[src/rtl/cpu_pkg.sv]
//------------------------------------------------------------------------------
// Module  : cpu_pkg
// Purpose : Shared CPU-wide constants and types for the instruction fetch path.
//           INST_W   - instruction word width
//           NOP_INST - default instruction presented when nothing is queued
//           fetch_state_t - prefetch request FSM encoding
// Revision: 1.0 - initial release
//------------------------------------------------------------------------------
`default_nettype none

package cpu_pkg;

    localparam int INST_W = 32;
    localparam logic [INST_W-1:0] NOP_INST = 32'h0000_0000;

    typedef enum logic [1:0] {
        IDLE    = 2'd0,
        REQ     = 2'd1,
        DISCARD = 2'd2
    } fetch_state_t;

endpackage

`default_nettype wire

[src/rtl/inst_prefetch_queue_if.sv]
//------------------------------------------------------------------------------
// Module  : inst_prefetch_queue_if
// Purpose : Bundles the instruction-RAM handshake, the redirect request and the
//           decode-side head/stall signals of the prefetch queue.
//           master - the prefetch queue
//           slave  - the environment (instruction RAM, branch unit, if_id)
// Revision: 1.0 - initial release
//------------------------------------------------------------------------------
`default_nettype none

interface inst_prefetch_queue_if #(
    parameter int DEPTH = 4
) ();
    import cpu_pkg::*;

    localparam int c_CNT_W = $clog2(DEPTH) + 1;

    // Redirect from the branch/jump unit
    logic                redirect;
    logic [31:0]         redirect_addr;
    // Instruction RAM handshake
    logic                iread_ce;
    logic [31:0]         iram_addr;
    logic [INST_W-1:0]   ram_inst;
    logic                irom_fin;
    // Decode side
    logic                stall_if;
    logic                inst_valid;
    logic [INST_W-1:0]   inst;
    logic [31:0]         inst_address;
    logic [31:0]         next_instaddress;
    logic [c_CNT_W-1:0]  count;

    modport master (
        input  redirect, redirect_addr, ram_inst, irom_fin, stall_if,
        output iread_ce, iram_addr, inst_valid, inst, inst_address,
               next_instaddress, count
    );

    modport slave (
        output redirect, redirect_addr, ram_inst, irom_fin, stall_if,
        input  iread_ce, iram_addr, inst_valid, inst, inst_address,
               next_instaddress, count
    );

endinterface

`default_nettype wire

[src/rtl/sync_fifo_flush.sv]
//------------------------------------------------------------------------------
// Module  : sync_fifo_flush
// Purpose : Circular-buffer FIFO with synchronous flush, occupancy count and a
//           combinational head read.
// Ports   : clk, rst      - clock, synchronous active-high reset
//           i_flush       - empty the FIFO on the next edge (beats push/pop)
//           i_push/i_wr_data - write one entry
//           i_pop         - retire the head entry
//           o_rd_data     - head entry (valid when !o_empty)
//           o_count       - occupancy, 0..DEPTH
//           o_empty       - no entries held
// Revision: 1.0 - initial release
//------------------------------------------------------------------------------
`default_nettype none

module sync_fifo_flush #(
    parameter int WIDTH = 64,
    parameter int DEPTH = 4
) (
    input  logic                     clk,
    input  logic                     rst,
    input  logic                     i_flush,
    input  logic                     i_push,
    input  logic [WIDTH-1:0]         i_wr_data,
    input  logic                     i_pop,
    output logic [WIDTH-1:0]         o_rd_data,
    output logic [$clog2(DEPTH):0]   o_count,
    output logic                     o_empty
);

    localparam int c_PTR_W = $clog2(DEPTH);
    localparam int c_CNT_W = c_PTR_W + 1;
    localparam logic [c_PTR_W-1:0] c_PTR_ONE  = c_PTR_W'(1);
    localparam logic [c_CNT_W-1:0] c_CNT_ONE  = c_CNT_W'(1);
    localparam logic [c_CNT_W-1:0] c_CNT_FULL = c_CNT_W'(DEPTH);

    logic [WIDTH-1:0]   r_mem [DEPTH];
    logic [c_PTR_W-1:0] r_wr_ptr;
    logic [c_PTR_W-1:0] r_rd_ptr;
    logic [c_CNT_W-1:0] r_count;

    logic w_full;
    logic w_empty;
    logic w_do_push;
    logic w_do_pop;

    assign w_full  = (r_count == c_CNT_FULL);
    assign w_empty = (r_count == '0);
    // A push into a full FIFO is only legal when the head leaves in the
    // same cycle; a pop from an empty FIFO never sees the same-cycle push.
    assign w_do_push = i_push && (!w_full || i_pop);
    assign w_do_pop  = i_pop && !w_empty;

    // Storage needs no reset: entries are only visible through r_count.
    always_ff @(posedge clk) begin
        if (w_do_push && !i_flush) begin
            r_mem[r_wr_ptr] <= i_wr_data;
        end
    end

    // DEPTH is a power of two, so pointer overflow is the modulo wrap.
    always_ff @(posedge clk) begin
        if (rst || i_flush) begin
            r_wr_ptr <= '0;
            r_rd_ptr <= '0;
            r_count  <= '0;
        end else begin
            if (w_do_push) begin
                r_wr_ptr <= r_wr_ptr + c_PTR_ONE;
            end
            if (w_do_pop) begin
                r_rd_ptr <= r_rd_ptr + c_PTR_ONE;
            end
            case ({w_do_push, w_do_pop})
                2'b10:   r_count <= r_count + c_CNT_ONE;
                2'b01:   r_count <= r_count - c_CNT_ONE;
                default: r_count <= r_count;
            endcase
        end
    end

    assign o_rd_data = r_mem[r_rd_ptr];
    assign o_count   = r_count;
    assign o_empty   = w_empty;

endmodule

`default_nettype wire

[src/rtl/inst_prefetch_queue.sv]
//------------------------------------------------------------------------------
// Module  : inst_prefetch_queue
// Purpose : Instruction-fetch front end. Issues instruction-RAM reads ahead of
//           decode into a DEPTH-entry queue of {pc, inst}, absorbs variable
//           irom_fin latency and flushes on redirect, discarding a read that
//           is already in flight.
// Ports   : clk, rst - clock, synchronous active-high reset
//           bus      - inst_prefetch_queue_if.master:
//                      redirect/redirect_addr  in  : flush and restart fetch
//                      iread_ce/iram_addr      out : RAM read request
//                      ram_inst/irom_fin       in  : RAM read completion
//                      stall_if                in  : hold the head entry
//                      inst_valid/inst/inst_address/next_instaddress out
//                      count                   out : queue occupancy
// Revision: 1.0 - initial release
//------------------------------------------------------------------------------
`default_nettype none

module inst_prefetch_queue #(
    parameter int          DEPTH    = 4,
    parameter logic [31:0] RESET_PC = 32'h0000_0000,
    parameter logic [31:0] NOP_INST = cpu_pkg::NOP_INST
) (
    input  logic                  clk,
    input  logic                  rst,
    inst_prefetch_queue_if.master bus
);

    import cpu_pkg::INST_W;
    import cpu_pkg::fetch_state_t;
    import cpu_pkg::IDLE;
    import cpu_pkg::REQ;
    import cpu_pkg::DISCARD;

    localparam int c_CNT_W   = $clog2(DEPTH) + 1;
    localparam int c_ENTRY_W = 32 + INST_W;
    localparam logic [c_CNT_W-1:0] c_CNT_FULL = c_CNT_W'(DEPTH);
    localparam logic [31:0]        c_PC_STEP  = 32'd4;

    fetch_state_t r_state;
    fetch_state_t w_state_next;
    logic [31:0]  r_fetch_pc;
    logic [31:0]  w_fetch_pc_next;
    // Address of the abandoned read; the RAM still needs it held stable.
    logic [31:0]  r_stale_addr;
    logic [31:0]  w_stale_addr_next;

    logic                 w_push;
    logic                 w_pop;
    logic                 w_empty;
    logic [c_CNT_W-1:0]   w_count;
    logic [c_CNT_W-1:0]   w_count_next;
    logic [c_ENTRY_W-1:0] w_head;
    logic [c_ENTRY_W-1:0] w_wr_entry;

    // Redirect wins over both queue operations; the flush clears the rest.
    assign w_push = (r_state == REQ) && bus.irom_fin && !bus.redirect;
    assign w_pop  = !w_empty && !bus.stall_if && !bus.redirect;

    assign w_count_next = w_count
                        + {{(c_CNT_W-1){1'b0}}, w_push}
                        - {{(c_CNT_W-1){1'b0}}, w_pop};

    // In REQ the fetch PC is still the address of the outstanding read.
    assign w_wr_entry = {r_fetch_pc, bus.ram_inst};

    sync_fifo_flush #(
        .WIDTH (c_ENTRY_W),
        .DEPTH (DEPTH)
    ) u_fifo (
        .clk       (clk),
        .rst       (rst),
        .i_flush   (bus.redirect),
        .i_push    (w_push),
        .i_wr_data (w_wr_entry),
        .i_pop     (w_pop),
        .o_rd_data (w_head),
        .o_count   (w_count),
        .o_empty   (w_empty)
    );

    always_ff @(posedge clk) begin
        if (rst) begin
            r_state      <= IDLE;
            r_fetch_pc   <= RESET_PC;
            r_stale_addr <= RESET_PC;
        end else begin
            r_state      <= w_state_next;
            r_fetch_pc   <= w_fetch_pc_next;
            r_stale_addr <= w_stale_addr_next;
        end
    end

    always_comb begin
        w_state_next      = r_state;
        w_fetch_pc_next   = r_fetch_pc;
        w_stale_addr_next = r_stale_addr;
        case (r_state)
            IDLE: begin
                if (bus.redirect) begin
                    w_state_next    = REQ;
                    w_fetch_pc_next = bus.redirect_addr;
                end else if (w_count < c_CNT_FULL) begin
                    w_state_next = REQ;
                end
            end
            REQ: begin
                if (bus.redirect) begin
                    w_fetch_pc_next = bus.redirect_addr;
                    // A read that has not completed cannot be aborted; wait
                    // for its completion in DISCARD with the address held.
                    if (bus.irom_fin) begin
                        w_state_next = REQ;
                    end else begin
                        w_state_next      = DISCARD;
                        w_stale_addr_next = r_fetch_pc;
                    end
                end else if (bus.irom_fin) begin
                    w_fetch_pc_next = r_fetch_pc + c_PC_STEP;
                    w_state_next    = (w_count_next < c_CNT_FULL) ? REQ : IDLE;
                end
            end
            DISCARD: begin
                if (bus.redirect) begin
                    w_fetch_pc_next = bus.redirect_addr;
                end
                if (bus.irom_fin) begin
                    w_state_next = REQ;
                end
            end
            default: begin
                w_state_next = IDLE;
            end
        endcase
    end

    assign bus.iread_ce  = (r_state == REQ) || (r_state == DISCARD);
    assign bus.iram_addr = (r_state == DISCARD) ? r_stale_addr : r_fetch_pc;

    assign bus.inst_valid       = !w_empty;
    assign bus.inst             = w_empty ? NOP_INST : w_head[INST_W-1:0];
    assign bus.inst_address     = w_empty ? 32'd0 : w_head[c_ENTRY_W-1:INST_W];
    assign bus.next_instaddress = w_empty ? 32'd0 : (w_head[c_ENTRY_W-1:INST_W] + c_PC_STEP);
    assign bus.count            = w_count;

endmodule

`default_nettype wire

[src/flat_wrapper.sv]
// flat-port wrapper written by rule: the top's interface ports become plain ports
module inst_prefetch_queue_flat import cpu_pkg::INST_W; import cpu_pkg::fetch_state_t; import cpu_pkg::IDLE; import cpu_pkg::REQ; import cpu_pkg::DISCARD;
#(
    parameter int          DEPTH    = 4,
    parameter logic [31:0] RESET_PC = 32'h0000_0000,
    parameter logic [31:0] NOP_INST = cpu_pkg::NOP_INST
)
  (clk, rst, bus_redirect, bus_redirect_addr, bus_ram_inst, bus_irom_fin, bus_stall_if, bus_iread_ce, bus_iram_addr, bus_inst_valid, bus_inst, bus_inst_address, bus_next_instaddress, bus_count);
  inst_prefetch_queue_if #(.DEPTH(DEPTH)) bus_i ();
  input  logic clk;
  input  logic rst;
  input wire logic [$bits(bus_i.redirect)-1:0] bus_redirect;
  input wire logic [$bits(bus_i.redirect_addr)-1:0] bus_redirect_addr;
  input wire logic [$bits(bus_i.ram_inst)-1:0] bus_ram_inst;
  input wire logic [$bits(bus_i.irom_fin)-1:0] bus_irom_fin;
  input wire logic [$bits(bus_i.stall_if)-1:0] bus_stall_if;
  output wire logic [$bits(bus_i.iread_ce)-1:0] bus_iread_ce;
  output wire logic [$bits(bus_i.iram_addr)-1:0] bus_iram_addr;
  output wire logic [$bits(bus_i.inst_valid)-1:0] bus_inst_valid;
  output wire logic [$bits(bus_i.inst)-1:0] bus_inst;
  output wire logic [$bits(bus_i.inst_address)-1:0] bus_inst_address;
  output wire logic [$bits(bus_i.next_instaddress)-1:0] bus_next_instaddress;
  output wire logic [$bits(bus_i.count)-1:0] bus_count;
  assign bus_i.redirect = bus_redirect;
  assign bus_i.redirect_addr = bus_redirect_addr;
  assign bus_i.ram_inst = bus_ram_inst;
  assign bus_i.irom_fin = bus_irom_fin;
  assign bus_i.stall_if = bus_stall_if;
  assign bus_iread_ce = bus_i.iread_ce;
  assign bus_iram_addr = bus_i.iram_addr;
  assign bus_inst_valid = bus_i.inst_valid;
  assign bus_inst = bus_i.inst;
  assign bus_inst_address = bus_i.inst_address;
  assign bus_next_instaddress = bus_i.next_instaddress;
  assign bus_count = bus_i.count;
  inst_prefetch_queue #(.DEPTH(DEPTH), .RESET_PC(RESET_PC), .NOP_INST(NOP_INST)) u_core (.clk(clk), .rst(rst), .bus(bus_i));
endmodule
[config.mk]
export PLATFORM = sky130hd
export DESIGN_NAME = inst_prefetch_queue_flat
export DESIGN_NICKNAME = d
export VERILOG_FILES = /design/src/rtl/cpu_pkg.sv /design/src/rtl/inst_prefetch_queue_if.sv /design/src/rtl/sync_fifo_flush.sv /design/src/rtl/inst_prefetch_queue.sv /design/src/flat_wrapper.sv
export SDC_FILE = /design/constraint.sdc
export NUM_CORES = 1
export LEC_CHECK = 0
export CAP_MARGIN = 20
export CORE_MARGIN = 2
export CORE_UTILIZATION = 39
export DETAILED_ROUTE_END_ITERATION = 8
export PLACE_DENSITY_LB_ADDON = 0.15
export SLEW_MARGIN = 20
export SYNTH_ARGS = -nofsm -noshare
export SYNTH_HDL_FRONTEND = slang
export SYNTH_SLANG_ARGS = --single-unit
[constraint.sdc]
create_clock -name clk -period 5.8 [get_ports clk]
set_clock_uncertainty 0.1 [all_clocks]
set_input_delay 1.45 -clock clk [delete_from_list [all_inputs] [get_ports clk]]
set_output_delay 1.45 -clock clk [all_outputs]
set_load 0.02 [all_outputs]
==> impl_metrics.yaml, run 1 <==
run_status:
  outcome: "finished, final reports clean"
timing:
  hold_viol: 0
  fin_crit_ns: 5.31
  rsz0062_at_grt: "false"
  fmax_mhz: 188
  max_slew_margin_pct: 29.3
  tns_ns: 0
  finalCritPeriodShare_pct: 91.5
  finalSetupViolations: 0
  drv_slew: 0
  tightest_slew_ns: 1.05
logic_synthesis:
  ys_ff_latch: 331
  synth.most_common_cell: "edfxtp_1"
  syn_area_per_cell_um2: 13.9
  synthArstFlopShare_pct: 0
  synth_cell_types: 56
  synth_cells: 1033
  syn_area_mm2: 0.0144
  seq_area_frac_synth_pct: 63.9
  synth.top_cell.area_share_pct: 53.5
  synth_edf_count: 256
  ys_top_cells_by_count: "256 x edfxtp_1, 112 x nand2_1, 75 x dfxtp_1"
  yosys.area.top_type: "edfxtp_1"
  synth_warnings: 0
  synth-main-ff-cell: "edfxtp_1"
  synth_top_cells_by_area: "edfxtp_1 53%, dfxtp_1 10%, mux4_2 9.1%"
  synth_nets: 1116
setup_path:
  path_class: "reg2out"
  critical_path.endpoint_type: "output port"
  path_max_fanout: 29
  cp-start-kind: "register"
  cp.arrival_ns: 3.76
  crit_required_ns: 4.25
detailed_routing:
  antenna_left: 0
  via_count: 9051
  wirelength_um: 34900
  drc: 0
  dr.pass1.iters: 5
  wl_per_cell_um: 20.3
  initialDrtViolationCount: 494
  routed_via_density: 5.25
pwr:
  power_mw: 5.58
  ir_drop_mv: 0.196
  p_per_area_mw_per_mm2: 307
  power_leakage_nw: 5.92
cells_and_area:
  antenna_cells: 0
  nNetsFinal: 1311
  drive_gt1_share_pct: 14.6
  area.growth.synth_to_final_pct: 26.2
  fillers: 3216
clocking:
  htreeDepth: 2
  post_cts_resized: 0
  ctsHoldBuffers: 0
  cts_tree: "done"
  ctsLongestPathBuffers: 3
  cts_root_buffer: "clkbuf_16"
  cts_sinks: 331
  numCtsBuffers: 37
  cts_setup_buffers: 0
  clk_pin_slew_worst_paths_ns: 0.06
  worstSkewPairLatency_ns: 0.53
global_route:
  grt_start_max_net_pins: 64
  track_usage_pct: 18.2
  grt_overflow: 0
  grt_pass1_vias: 9215
  antenna_found_initial: 0
  grt_pass1_wl_um: 54000
die:
  placement_rows: 70
  die_w_um: 196
  die_area_mm2: 0.0384
  pin_count: 202
  core_mm2: 0.0364
  die_h_um: 196
  start_util_pct: 39.5
worst_hold_path:
  hp-class: "reg2reg"
place:
  dp_hpwl_um: 22600
  io_buffers: 201
  gp_congestion: 0.748
flow_run:
  max_cap_violations: 0
## logic make-up (layout without fill, tap and decap cells)
group / count (synthesis) / count (layout) / synth area share (%)
DFF: 331 / 331 / 63.9
adders and majority gates: 14 / 14 / 1.27
AOI/OAI and AO/OA: 148 / 148 / 6.18
muxes: 99 / 99 / 12.9
xor gates and xnor gates: 33 / 33 / 2.01
buffers and inverters: 80 / 303 / 2.44
and+or+nand+nor: 328 / 328 / 11.3
## state kept, by name, indices dropped and copies added (netlist names), named ones only
signal,count
u_core.u_fifo.r_wr_ptr,2
u_core.r_fetch_pc,32
u_core.r_state,2
u_core.r_stale_addr,32
u_core.u_fifo.r_mem,256
u_core.u_fifo.r_rd_ptr,2
u_core.u_fifo.o_count,3
## layout by cell type (no fill, tap or decap), types with 5 or more instances in the layout
cell	count
a211oi_1	14
xor2_1	23
clkbuf_16	37
clkinv_2	5
nand4_1	9
mux2_2	31
nand2_1	112
nor3_1	8
clkinv_1	5
a21o_1	6
bufinv_16	6
and4_1	5
dfxtp_1	73
nand3_1	23
a22oi_1	5
mux4_1	6
inv_1	16
nor2_1	70
ha_1	13
edfxtp_1	256
o21ai_0	27
a21oi_1	64
and2_1	65
o22ai_1	9
clkbuf_1	8
xnor2_1	10
and3_1	9
clkdlybuf4s50_1	200
mux4_2	58
buf_4	15
## area by class of cell
cell class,count,area [um2],share of cell area [%]
Tap cell,468,586,3.23
Timing Repair Buffer,219,2180,12.0
Multi-Input combinational cell,622,4870,26.8
Sequential cell,331,9190,50.6
Inverter,17,63.8,0.351
Clock inverter,20,278,1.53
Clock buffer,47,983,5.42
## routing by layer
layer | vias up | part of all wire, % | track usage, %
li1 | 4270 | - | -
met1 | 4482 | 47 | 26.0
met2 | 254 | 46 | 29.2
met3 | 45 | 5.5 | 3.27
met4 | 0 | 1.7 | 4.18
met5 | - | 0 | 0
## through the flow
| step | worst slack [ns] | hold WS, ns | area (um2) | std cells | utilization (%) |
|---|---|---|---|---|---|
| 2_1_floorplan | 1.43 | 0.333 | 14400 | 1033 | - |
| 3_3_place_gp | 0.966 | 0.338 | 16900 | 1657 | 46.4 |
| 3_5_place_dp | 0.937 | 0.345 | 16900 | 1657 | 46.4 |
| 4_1_cts | 0.375 | 0.355 | 18200 | 1724 | 49.8 |
| 5_1_grt | 0.205 | 0.372 | 18200 | 1724 | 49.8 |
| 6_report | 0.493 | 0.352 | 18200 | 1724 | 49.8 |
## worst max-delay path, stage by stage (launching register included)
cell	delay, ns
dfxtp_4	0.70
mux4_1	0.47
and4_1	0.29
nor4b_4	0.66
nand4_1	0.21
xor2_1	0.18
nor2_1	0.10
clkdlybuf4s50_1	0.61
## final timing paths
kind	startpoint	to	slack [ns]	depth (start not counted)
setup / recovery	register	bus_next_instaddress[31]	0.49	7
hold / removal	u_core.r_stale_addr[26]	u_core.r_stale_addr[26]	0.35	2
hold reg to reg	u_core.r_stale_addr[26]	u_core.r_stale_addr[26]	0.35	2
setup reg to reg	u_core.r_state[0]	u_core.u_fifo.r_mem[1][59]	2.79	6
## power breakdown
| part | internal, mW | leakage, nW | switching, mW | total [mW] |
|---|---|---|---|---|
| logic | 0.213 | 2.36 | 0.242 | 0.455 |
| clock network | 1.48 | 0.613 | 0.934 | 2.41 |
| registers | 2.63 | 2.94 | 0.0883 | 2.71 |
Note: power is estimated with default switching activity, not from simulation.
==> inputs of run 2 (changes only) <==
--- a/config.mk
+++ b/config.mk
@@ -5,7 +5,6 @@
 export SDC_FILE = /design/constraint.sdc
 export NUM_CORES = 1
 export LEC_CHECK = 0
-export CAP_MARGIN = 20
 export CORE_MARGIN = 2
 export CORE_UTILIZATION = 39
 export DETAILED_ROUTE_END_ITERATION = 8
==> results of run 2 <==
The final DEF is identical to that of run 1; final timing and power are the same.
